File: config.mk
export PLATFORM = sky130hd
export DESIGN_NAME = bcd_count_ctrl_flat
export DESIGN_NICKNAME = d
export VERILOG_FILES = /design/src/rtl/bcd_count_ctrl_if.sv /design/src/rtl/bcd_count_ctrl.sv /design/src/flat_wrapper.sv
export SDC_FILE = /design/constraint.sdc
export NUM_CORES = 1
export LEC_CHECK = 0
export BUFFER_PORTS_ARGS = -buffer_cell sky130_fd_sc_hd__buf_2
export CAP_MARGIN = 10
export CORE_UTILIZATION = 52
export DETAILED_ROUTE_END_ITERATION = 6
export HOLD_SLACK_MARGIN = 0.05
export MAX_ROUTING_LAYER = met4
export PLACE_DENSITY = 0.82
export SLEW_MARGIN = 20
export SYNTH_ARGS = -nofsm -noshare
export SYNTH_HDL_FRONTEND = slang
export SYNTH_SLANG_ARGS = --single-unit
export TNS_END_PERCENT = 20
File: constraint.sdc
create_clock -name clk -period 2.4 [get_ports clk]
set_input_delay 0.6 -clock clk [delete_from_list [all_inputs] [get_ports clk]]
set_output_delay 0.6 -clock clk [all_outputs]
set_load 0.05 [all_outputs]
File: src/rtl/bcd_count_ctrl_if.sv
// bcd_count_ctrl_if: control/status bundle between the BCD run controller and its user/counter side.
interface bcd_count_ctrl_if;
  logic        start;
  logic        stop;
  logic        clear;
  logic        auto_reload;
  logic [11:0] target;
  logic [11:0] digits_in;
  logic        cnt_en;
  logic        cnt_clr;
  logic        running;
  logic        done;
  logic        tgt_err;
  logic [1:0]  state;
  modport master (
    output start, stop, clear, auto_reload, target, digits_in,
    input  cnt_en, cnt_clr, running, done, tgt_err, state
  );
  modport slave (
    input  start, stop, clear, auto_reload, target, digits_in,
    output cnt_en, cnt_clr, running, done, tgt_err, state
  );
endinterface

File: src/rtl/bcd_count_ctrl.sv
// bcd_count_ctrl: prescaled start/stop/clear run controller for a 3-digit BCD counter.
// Define CTRL_SYNC_EN to treat start/stop/clear as async buttons (2-flop sync + rising-edge detect).
module bcd_count_ctrl #(
  parameter int PRESCALE = 4,
  parameter int PW       = 16
) (
  input logic             clk,
  input logic             rst,
  bcd_count_ctrl_if.slave bus
);
  typedef enum logic [1:0] {IDLE = 2'b00, RUN = 2'b01, PAUSE = 2'b10, DONE = 2'b11} state_t;
  localparam logic [PW-1:0] LAST = PW'(PRESCALE - 1);
  state_t        state_q, state_d;
  logic [PW-1:0] presc_q, presc_d;
  logic          cnt_en_q, cnt_en_d;
  logic          cnt_clr_q, cnt_clr_d;
  logic          start_p, stop_p, clear_p;
  logic          go, hit;
`ifdef CTRL_SYNC_EN
  logic [2:0] s1_q, s2_q, s3_q;
  always_ff @(posedge clk or posedge rst)
    if (rst) begin
      s1_q <= '0;
      s2_q <= '0;
      s3_q <= '0;
    end else begin
      s1_q <= {bus.clear, bus.stop, bus.start};
      s2_q <= s1_q;
      s3_q <= s2_q;
    end
  assign {clear_p, stop_p, start_p} = s2_q & ~s3_q;
`else
  assign {clear_p, stop_p, start_p} = {bus.clear, bus.stop, bus.start};
`endif
  assign bus.tgt_err = (bus.target[11:8] > 4'd9) | (bus.target[7:4] > 4'd9) | (bus.target[3:0] > 4'd9);
  assign go = start_p && !stop_p && !bus.tgt_err;
  // While our own clear pulse is in flight digits_in still shows the old value, so it must not re-match.
  assign hit = (bus.digits_in == bus.target) && !cnt_clr_q;
  always_comb begin
    state_d   = state_q;
    presc_d   = presc_q;
    cnt_en_d  = 1'b0;
    cnt_clr_d = 1'b0;
    if (clear_p) begin
      state_d   = IDLE;
      presc_d   = '0;
      cnt_clr_d = 1'b1;
    end else begin
      case (state_q)
        IDLE: if (go) begin
          state_d = RUN;
          presc_d = '0;
        end
        RUN: if (stop_p || bus.tgt_err) begin
          state_d = PAUSE;
        end else if (hit) begin
          state_d   = bus.auto_reload ? RUN : DONE;
          presc_d   = '0;
          cnt_clr_d = bus.auto_reload;
        end else begin
          cnt_en_d = presc_q == LAST;
          presc_d  = (presc_q == LAST) ? '0 : presc_q + PW'(1);
        end
        PAUSE: if (go) state_d = RUN;
        DONE: if (go) begin
          state_d   = RUN;
          presc_d   = '0;
          cnt_clr_d = 1'b1;
        end
        default: state_d = IDLE;
      endcase
    end
  end
  always_ff @(posedge clk or posedge rst)
    if (rst) begin
      state_q   <= IDLE;
      presc_q   <= '0;
      cnt_en_q  <= 1'b0;
      cnt_clr_q <= 1'b0;
    end else begin
      state_q   <= state_d;
      presc_q   <= presc_d;
      cnt_en_q  <= cnt_en_d;
      cnt_clr_q <= cnt_clr_d;
    end
  assign bus.cnt_en  = cnt_en_q;
  assign bus.cnt_clr = cnt_clr_q;
  assign bus.running = state_q == RUN;
  assign bus.done    = state_q == DONE;
  assign bus.state   = state_q;
endmodule

File: src/flat_wrapper.sv
// flat-port wrapper written by rule: the top's interface ports become plain ports
module bcd_count_ctrl_flat 
#(
  parameter int PRESCALE = 4,
  parameter int PW       = 16
)
  (clk, rst, bus_start, bus_stop, bus_clear, bus_auto_reload, bus_target, bus_digits_in, bus_cnt_en, bus_cnt_clr, bus_running, bus_done, bus_tgt_err, bus_state);
  bcd_count_ctrl_if bus_i ();
  input logic clk;
  input logic rst;
  input wire logic [$bits(bus_i.start)-1:0] bus_start;
  input wire logic [$bits(bus_i.stop)-1:0] bus_stop;
  input wire logic [$bits(bus_i.clear)-1:0] bus_clear;
  input wire logic [$bits(bus_i.auto_reload)-1:0] bus_auto_reload;
  input wire logic [$bits(bus_i.target)-1:0] bus_target;
  input wire logic [$bits(bus_i.digits_in)-1:0] bus_digits_in;
  output wire logic [$bits(bus_i.cnt_en)-1:0] bus_cnt_en;
  output wire logic [$bits(bus_i.cnt_clr)-1:0] bus_cnt_clr;
  output wire logic [$bits(bus_i.running)-1:0] bus_running;
  output wire logic [$bits(bus_i.done)-1:0] bus_done;
  output wire logic [$bits(bus_i.tgt_err)-1:0] bus_tgt_err;
  output wire logic [$bits(bus_i.state)-1:0] bus_state;
  assign bus_i.start = bus_start;
  assign bus_i.stop = bus_stop;
  assign bus_i.clear = bus_clear;
  assign bus_i.auto_reload = bus_auto_reload;
  assign bus_i.target = bus_target;
  assign bus_i.digits_in = bus_digits_in;
  assign bus_cnt_en = bus_i.cnt_en;
  assign bus_cnt_clr = bus_i.cnt_clr;
  assign bus_running = bus_i.running;
  assign bus_done = bus_i.done;
  assign bus_tgt_err = bus_i.tgt_err;
  assign bus_state = bus_i.state;
  bcd_count_ctrl #(.PRESCALE(PRESCALE), .PW(PW)) u_core (.clk(clk), .rst(rst), .bus(bus_i));
endmodule
==> summary.md, run 1 <==
| Metric | Value |
|---|---|
| Wire per inst | `16.0 microns` |
| FF-to-FF End | `u_core.presc_q[8]` |
| Commonest non-fill, non-tap cell in the layout | `buf_2` |
| Area Overhead vs Synth | `18.0%` |
| Worst slew pin tran | `0.754 ns` |
| FILL cells | `203` |
| Vias in the first global route | `1322` |
| Worst min path class | `primary input to async pin` |
| Overflow after GRT | `0` |
| Required time of the critical path | `2.59 ns` |
| Synth top area share | `35.1%` |
| Highest metal used | `met4` |
| Fmax | `0.470 GHz` |
| Inserted Clock Buffers | `3` |
| Design area | `1680 sq um` |
| Unrepaired setup endpoints after global routing | `false` |
| CP arrival | `2.32 ns` |
| Met3 wire length | `243 microns` |
| Row cnt | `18` |
| Met1 wire length | `1490 microns` |
| Commonest non-fill, non-tap cells in the layout | `buf_2 (36), dfrtp_1 (20), nand2_1 (17)` |
| Final ANT Viol Nets | `0` |
| Post-synth EDFFs | `0` |
| Synth Register Bits | `20` |
| Vias/cell | `6.29` |
| Pwr per Cell Area | `443 nW/um^2` |
| Final nets | `231` |
| Cell variety after synth | `38` |
| Synth area leader | `dfrtp_1` |
| First-pass GRT wire length | `5910 microns` |
| Critical Path End | `u_core.presc_q[8]` |
| Crit path max fanout | `10` |
| Outcome | `completed` |
| Worst r2r path cells | `6` |
| Endpoints failing hold | `0` |
| Post-synth top flop | `dfrtp_1` |
| Peak supply drop | `0.629 mV` |
| Tot GR Track Use | `29.3%` |
| Setup TNS | `0 ns` |
| Clk sinks | `20` |
| Slew margin rel. | `49.7%` |
| DR DRC count | `0` |
| Final worst slack | `0.271 ns` |
| Syn Inst Count | `158` |
| Hold_ws | `0.390 ns` |
| Start point of the critical path | `u_core.presc_q[0]` |
| Clock transition at the registers of the reported paths | `0.12 ns` |
| Slew Viols, Final | `0` |
| Htree depth | `1` |
| I/O pins | `37` |
| Final worst path period share | `88.7%` |
| Gpl congestion | `0.932` |
| DP Area | `1630 sq um` |
| Async set-reset flop share out of synthesis | `100%` |
| Setup Viol. Count Final | `0` |
| Top cells by area, synth | `dfrtp_1 (35%), xor2_1 (7.4%), nor4_1 (4.8%)` |
| Initial DRC count | `75` |
| Cells resized by post-CTS repair | `0` |
| Die Area | `2960 sq um` |
| Ratio of cells with drive above 1 in the final layout | `26.9%` |
| CP peak stage delay | `0.42 ns` |
| Synth warnings | `0` |
| Die height | `54.4 microns` |
| Routed WL | `3640 microns` |
| Max Cap Viol | `0` |
| Total power | `746 uW` |
| Setup WS pre-CTS | `0.125 ns` |
| Die X-Extent | `54.4 microns` |
| Setup slack, reg-to-reg | `0.27 ns` |
| Leakage Power | `0.000749 uW` |
| Drt pass-1 iters | `6` |
| Diodes inserted | `0` |
| Initial antenna violation count | `0` |
| CP Capture Type | `register` |
| Cell area after synthesis | `1430 sq um` |
| Post-layout min period | `2.13 ns` |
| Core area | `2540 sq um` |
| CTS root buf | `clkbuf_4` |
| Setup CP Type | `register to register` |
| CTS Hold Bufs | `0` |
| CTS tree | `yes` |
| Vias | `1428` |
| CP Cell Sequence | `ha_1 -> nor4b_1 -> nand4_1 -> nand2_2 -> or2_1 -> o21ai_0` |
| Worst R2R Start | `u_core.presc_q[0]` |
| Met2 Routed Length | `1840 microns` |
| Largest net degree at the start of global routing | `21` |
| # port buffers | `36` |
| Clk_skew | `0.00817 ns` |
| Syn_area_per_cell | `9.04 sq um` |
| Crit-path slowest cell | `dfrtp_1` |
| Starting Density | `56.1%` |
| Worst skew pair latency | `0.32 ns` |
| Syn nets | `191` |
| Worst Setup Start Kind | `register` |
| DPL Wire Length | `2780 microns` |
| Max clock buf depth | `2` |
| Total setup buffers inserted after CTS | `0` |
| Sequential area share after synthesis | `35.1%` |
[layer usage]
metal  global-route usage (%)  vias to the layer above
met5                        -                        -
met1                     33.0                      680
met4                     9.40                        0
met2                     52.2                       67
met3                     5.00                       12
li1                         -                      669
[metrics by stage]
stage	utilization, %	std cells
finish	66.2	227
global route	66.2	227
CTS	66.2	227
detailed placement	64.1	223
global placement	64.1	223
floorplan	-	158
[cells in the mapped netlist (4+ instances only)]
library cell and number:
nand3_1 5, o31ai_1 5, nor2b_1 4, nand2_1 17, nor2_1 8, and4_1 5
o21ai_0 12, a22o_1 5, nor4_1 11, dfrtp_1 20, inv_1 6, xor2_1 12
nor3_1 4, a21oi_1 8
[where the power goes]
group          internal, uW  total (uW)  switching, uW  leakage, uW
Combinational          47.6         122           74.6     0.000444
Clock                   169         282            112    0.0000279
Sequential              340         342           2.67     0.000277
Total                   556         746            190     0.000749
[worst max-delay path, delay by kind of cell (launching register included)]
family                     cells  cell delay [ns]
and+or+nand+nor                4             1.20
DFF                            1             0.42
adders and majority gates      1             0.22
AOI/OAI and AO/OA              1             0.16
[final cells by class]
| cell class | count | area [sq um] | area share (%) |
|---|---|---|---|
| clock buffer | 3 | 22.5 | 1.34 |
| clock inverter | 1 | 30.0 | 1.78 |
| inverter | 6 | 22.5 | 1.34 |
| multi-input combinational | 127 | 861 | 51.1 |
| sequential | 20 | 500 | 29.7 |
| tap | 30 | 37.5 | 2.23 |
| timing repair buffer | 40 | 210 | 12.5 |
[worst min path at each step]
stage | endpoint
floorplan | u_core.presc_q[1]
global placement | u_core.presc_q[1]
detailed placement | u_core.presc_q[15]
CTS | u_core.presc_q[14]
global route | u_core.presc_q[8]
finish | u_core.presc_q[14]
[kinds of logic (layout without fill, tap and decap cells)]
logic type / after synthesis / in the layout / synth area share [%]
flops: 20 / 20 / 35.1
buf+inv: 11 / 50 / 4.82
mux: 3 / 3 / 2.28
simple gates: 67 / 67 / 26.1
xor+xnor: 12 / 12 / 7.36
compound gates: 42 / 42 / 21.7
fa+ha+maj: 3 / 3 / 2.63
[flip-flops by register name, indices dropped and copies added (netlist names)]
signal              flops
u_core.bus.cnt_clr      1
u_core.bus.cnt_en       1
u_core.presc_q         16
u_core.bus.state        2
No activity file was read; power rests on OpenSTA's default activity.
==> run 2: changes to the inputs <==
Settings changed: CELL_PAD_IN_SITES_DETAIL_PLACEMENT set to 2, CELL_PAD_IN_SITES_GLOBAL_PLACEMENT set to 2, CORE_MARGIN set to 5, CORE_UTILIZATION 52 to 31.
==> run 2 against run 1 <==
Flip-flop and latch count did not move. Critical path type unchanged. Die area rose by 100%. Largest power group is now clock. Clock power rose by 32%. Cell area rose by 3.6%. Combinational power rose by 7%.
==> summary.md, run 2 (synthesis results as in run 1) <==
| Metric | Value |
|---|---|
| Peak supply drop | `0.292 mV` |
| CTS tree | `yes` |
| Max Cap Viol | `0` |
| # port buffers | `36` |
| Commonest non-fill, non-tap cell in the layout | `buf_2` |
| Wire per inst | `21.1 microns` |
| Final worst path period share | `89.4%` |
| Final ANT Viol Nets | `0` |
| Htree depth | `1` |
| Die height | `77.9 microns` |
| Outcome | `completed` |
| Required time of the critical path | `2.54 ns` |
| Worst skew pair latency | `0.28 ns` |
| CP arrival | `2.28 ns` |
| Cells resized by post-CTS repair | `0` |
| Vias/cell | `5.76` |
| Start point of the critical path | `u_core.presc_q[0]` |
| Routed WL | `5290 microns` |
| Area Overhead vs Synth | `22.3%` |
| Setup Viol. Count Final | `0` |
| Commonest non-fill, non-tap cells in the layout | `buf_2 (36), dfrtp_1 (20), nand2_1 (17)` |
| Overflow after GRT | `0` |
| Largest net degree at the start of global routing | `21` |
| Reg with most FFs | `u_core.presc_q` |
| Crit path max fanout | `9` |
| I/O pins | `37` |
| Die Area | `6060 sq um` |
| DR DRC count | `0` |
| Row cnt | `24` |
| Max clock buf depth | `2` |
| Core area | `4410 sq um` |
| Die X-Extent | `77.9 microns` |
| Gpl congestion | `0.834` |
| Unrepaired setup endpoints after global routing | `false` |
| Clock transition at the registers of the reported paths | `0.10 ns` |
| Clk sinks | `20` |
| Switch Pwr | `234 uW` |
| First-pass GRT wire length | `8450 microns` |
| Vias in the first global route | `1634` |
| Vias | `1447` |
| Initial antenna violation count | `0` |
| Leakage Power | `0.000767 uW` |
| Inserted Clock Buffers | `3` |
| Ratio of cells with drive above 1 in the final layout | `27.6%` |
| Endpoints failing hold | `0` |
| Fmax | `0.466 GHz` |
| Clk_skew | `0.00706 ns` |
| End-of-flow core utilization | `39.5%` |
| Switching share of power | `27.7%` |
| Slew margin rel. | `43.3%` |
| Hold_ws | `0.476 ns` |
| Setup TNS | `0 ns` |
| CP Capture Type | `register` |
| DPL Wire Length | `3990 microns` |
| Diodes inserted | `0` |
| Tot GR Track Use | `18.6%` |
| Sequential power share | `40.5%` |
| CTS Hold Bufs | `0` |
| Setup CP Type | `register to register` |
| Setup slack, reg-to-reg | `0.25 ns` |
| Pint | `612 uW` |
| Worst Setup Start Kind | `register` |
| Post-layout min period | `2.15 ns` |
| Largest register FFs | `16` |
| Starting Density | `32.3%` |
| Worst min path class | `primary input to async pin` |
| Pwr per Cell Area | `484 nW/um^2` |
| Final nets | `233` |
| CTS root buf | `clkbuf_8` |
| Worst r2r path cells | `6` |
| Worst R2R Start | `u_core.presc_q[0]` |
| FF-to-FF End | `u_core.presc_q[14]` |
| Initial DRC count | `52` |
| Drt pass-1 iters | `4` |
| Clk pwr share | `44.0%` |
| Worst slew pin tran | `0.850 ns` |
| Total setup buffers inserted after CTS | `0` |
| Comb pwr share | `15.5%` |
| Critical Path End | `u_core.presc_q[14]` |
| Slew Viols, Final | `0` |
run 2: cell count changes in the layout (fill, tap and decap cells not counted):
cell,previous run,this run
clkbuf_4,3,0
clkbuf_8,0,3
buf_4,4,6
run 2: final cells by class:
cell class	instances	area (sq um)
fill	498	2670
multi-input combinational	127	861
sequential	20	500
timing repair buffer	42	225
tap	52	65.1
clock buffer	3	41.3
clock inverter	1	30.0
inverter	6	22.5
run 2: how the worst min path moves through the flow:
stage                               to  slack, ns                from  cells after the start
global route         u_core.presc_q[4]       0.55                 rst                      2
finish               u_core.presc_q[4]       0.48                 rst                      2
global placement     u_core.presc_q[1]       0.51   u_core.presc_q[1]                      2
CTS                  u_core.presc_q[4]       0.50                 rst                      2
detailed placement  u_core.presc_q[15]       0.56  u_core.presc_q[15]                      2
floorplan            u_core.presc_q[1]       0.49   u_core.presc_q[1]                      2
run 2: power by group through the flow:
stage | clock network, uW | logic (uW) | registers [uW]
2_1_floorplan | 0 | 65.2 | 355
3_3_place_gp | 0 | 122 | 349
3_5_place_dp | 0 | 129 | 349
4_1_cts | 375 | 132 | 342
5_1_grt | 393 | 143 | 343
6_report | 372 | 131 | 342
run 2: metal layers:
metal	up-vias	global-route usage [%]	share of wire, %
met5	-	-	0
met4	0	7.56	1.7
met3	6	2.78	2.3
met2	23	32.6	54
met1	738	21.0	42
li1	680	-	-
run 2: stage by stage:
step	cells	setup slack (ns)	power, uW	instance area, sq um
final	251	0.254	845	1750
after floorplan	158	0.0908	420	1430
after global placement	247	0.196	470	1670
after CTS	251	0.256	849	1750
after global routing	251	0.0917	879	1750
after detailed placement	247	0.0799	478	1670
run 2: worst max-delay path: stages (launching register included):
cell and delay, ns:
dfrtp_1 0.42, ha_1 0.25, nor4b_1 0.34, nand4_1 0.27, nand2_2 0.20, or2_1 0.34
o21ai_0 0.19
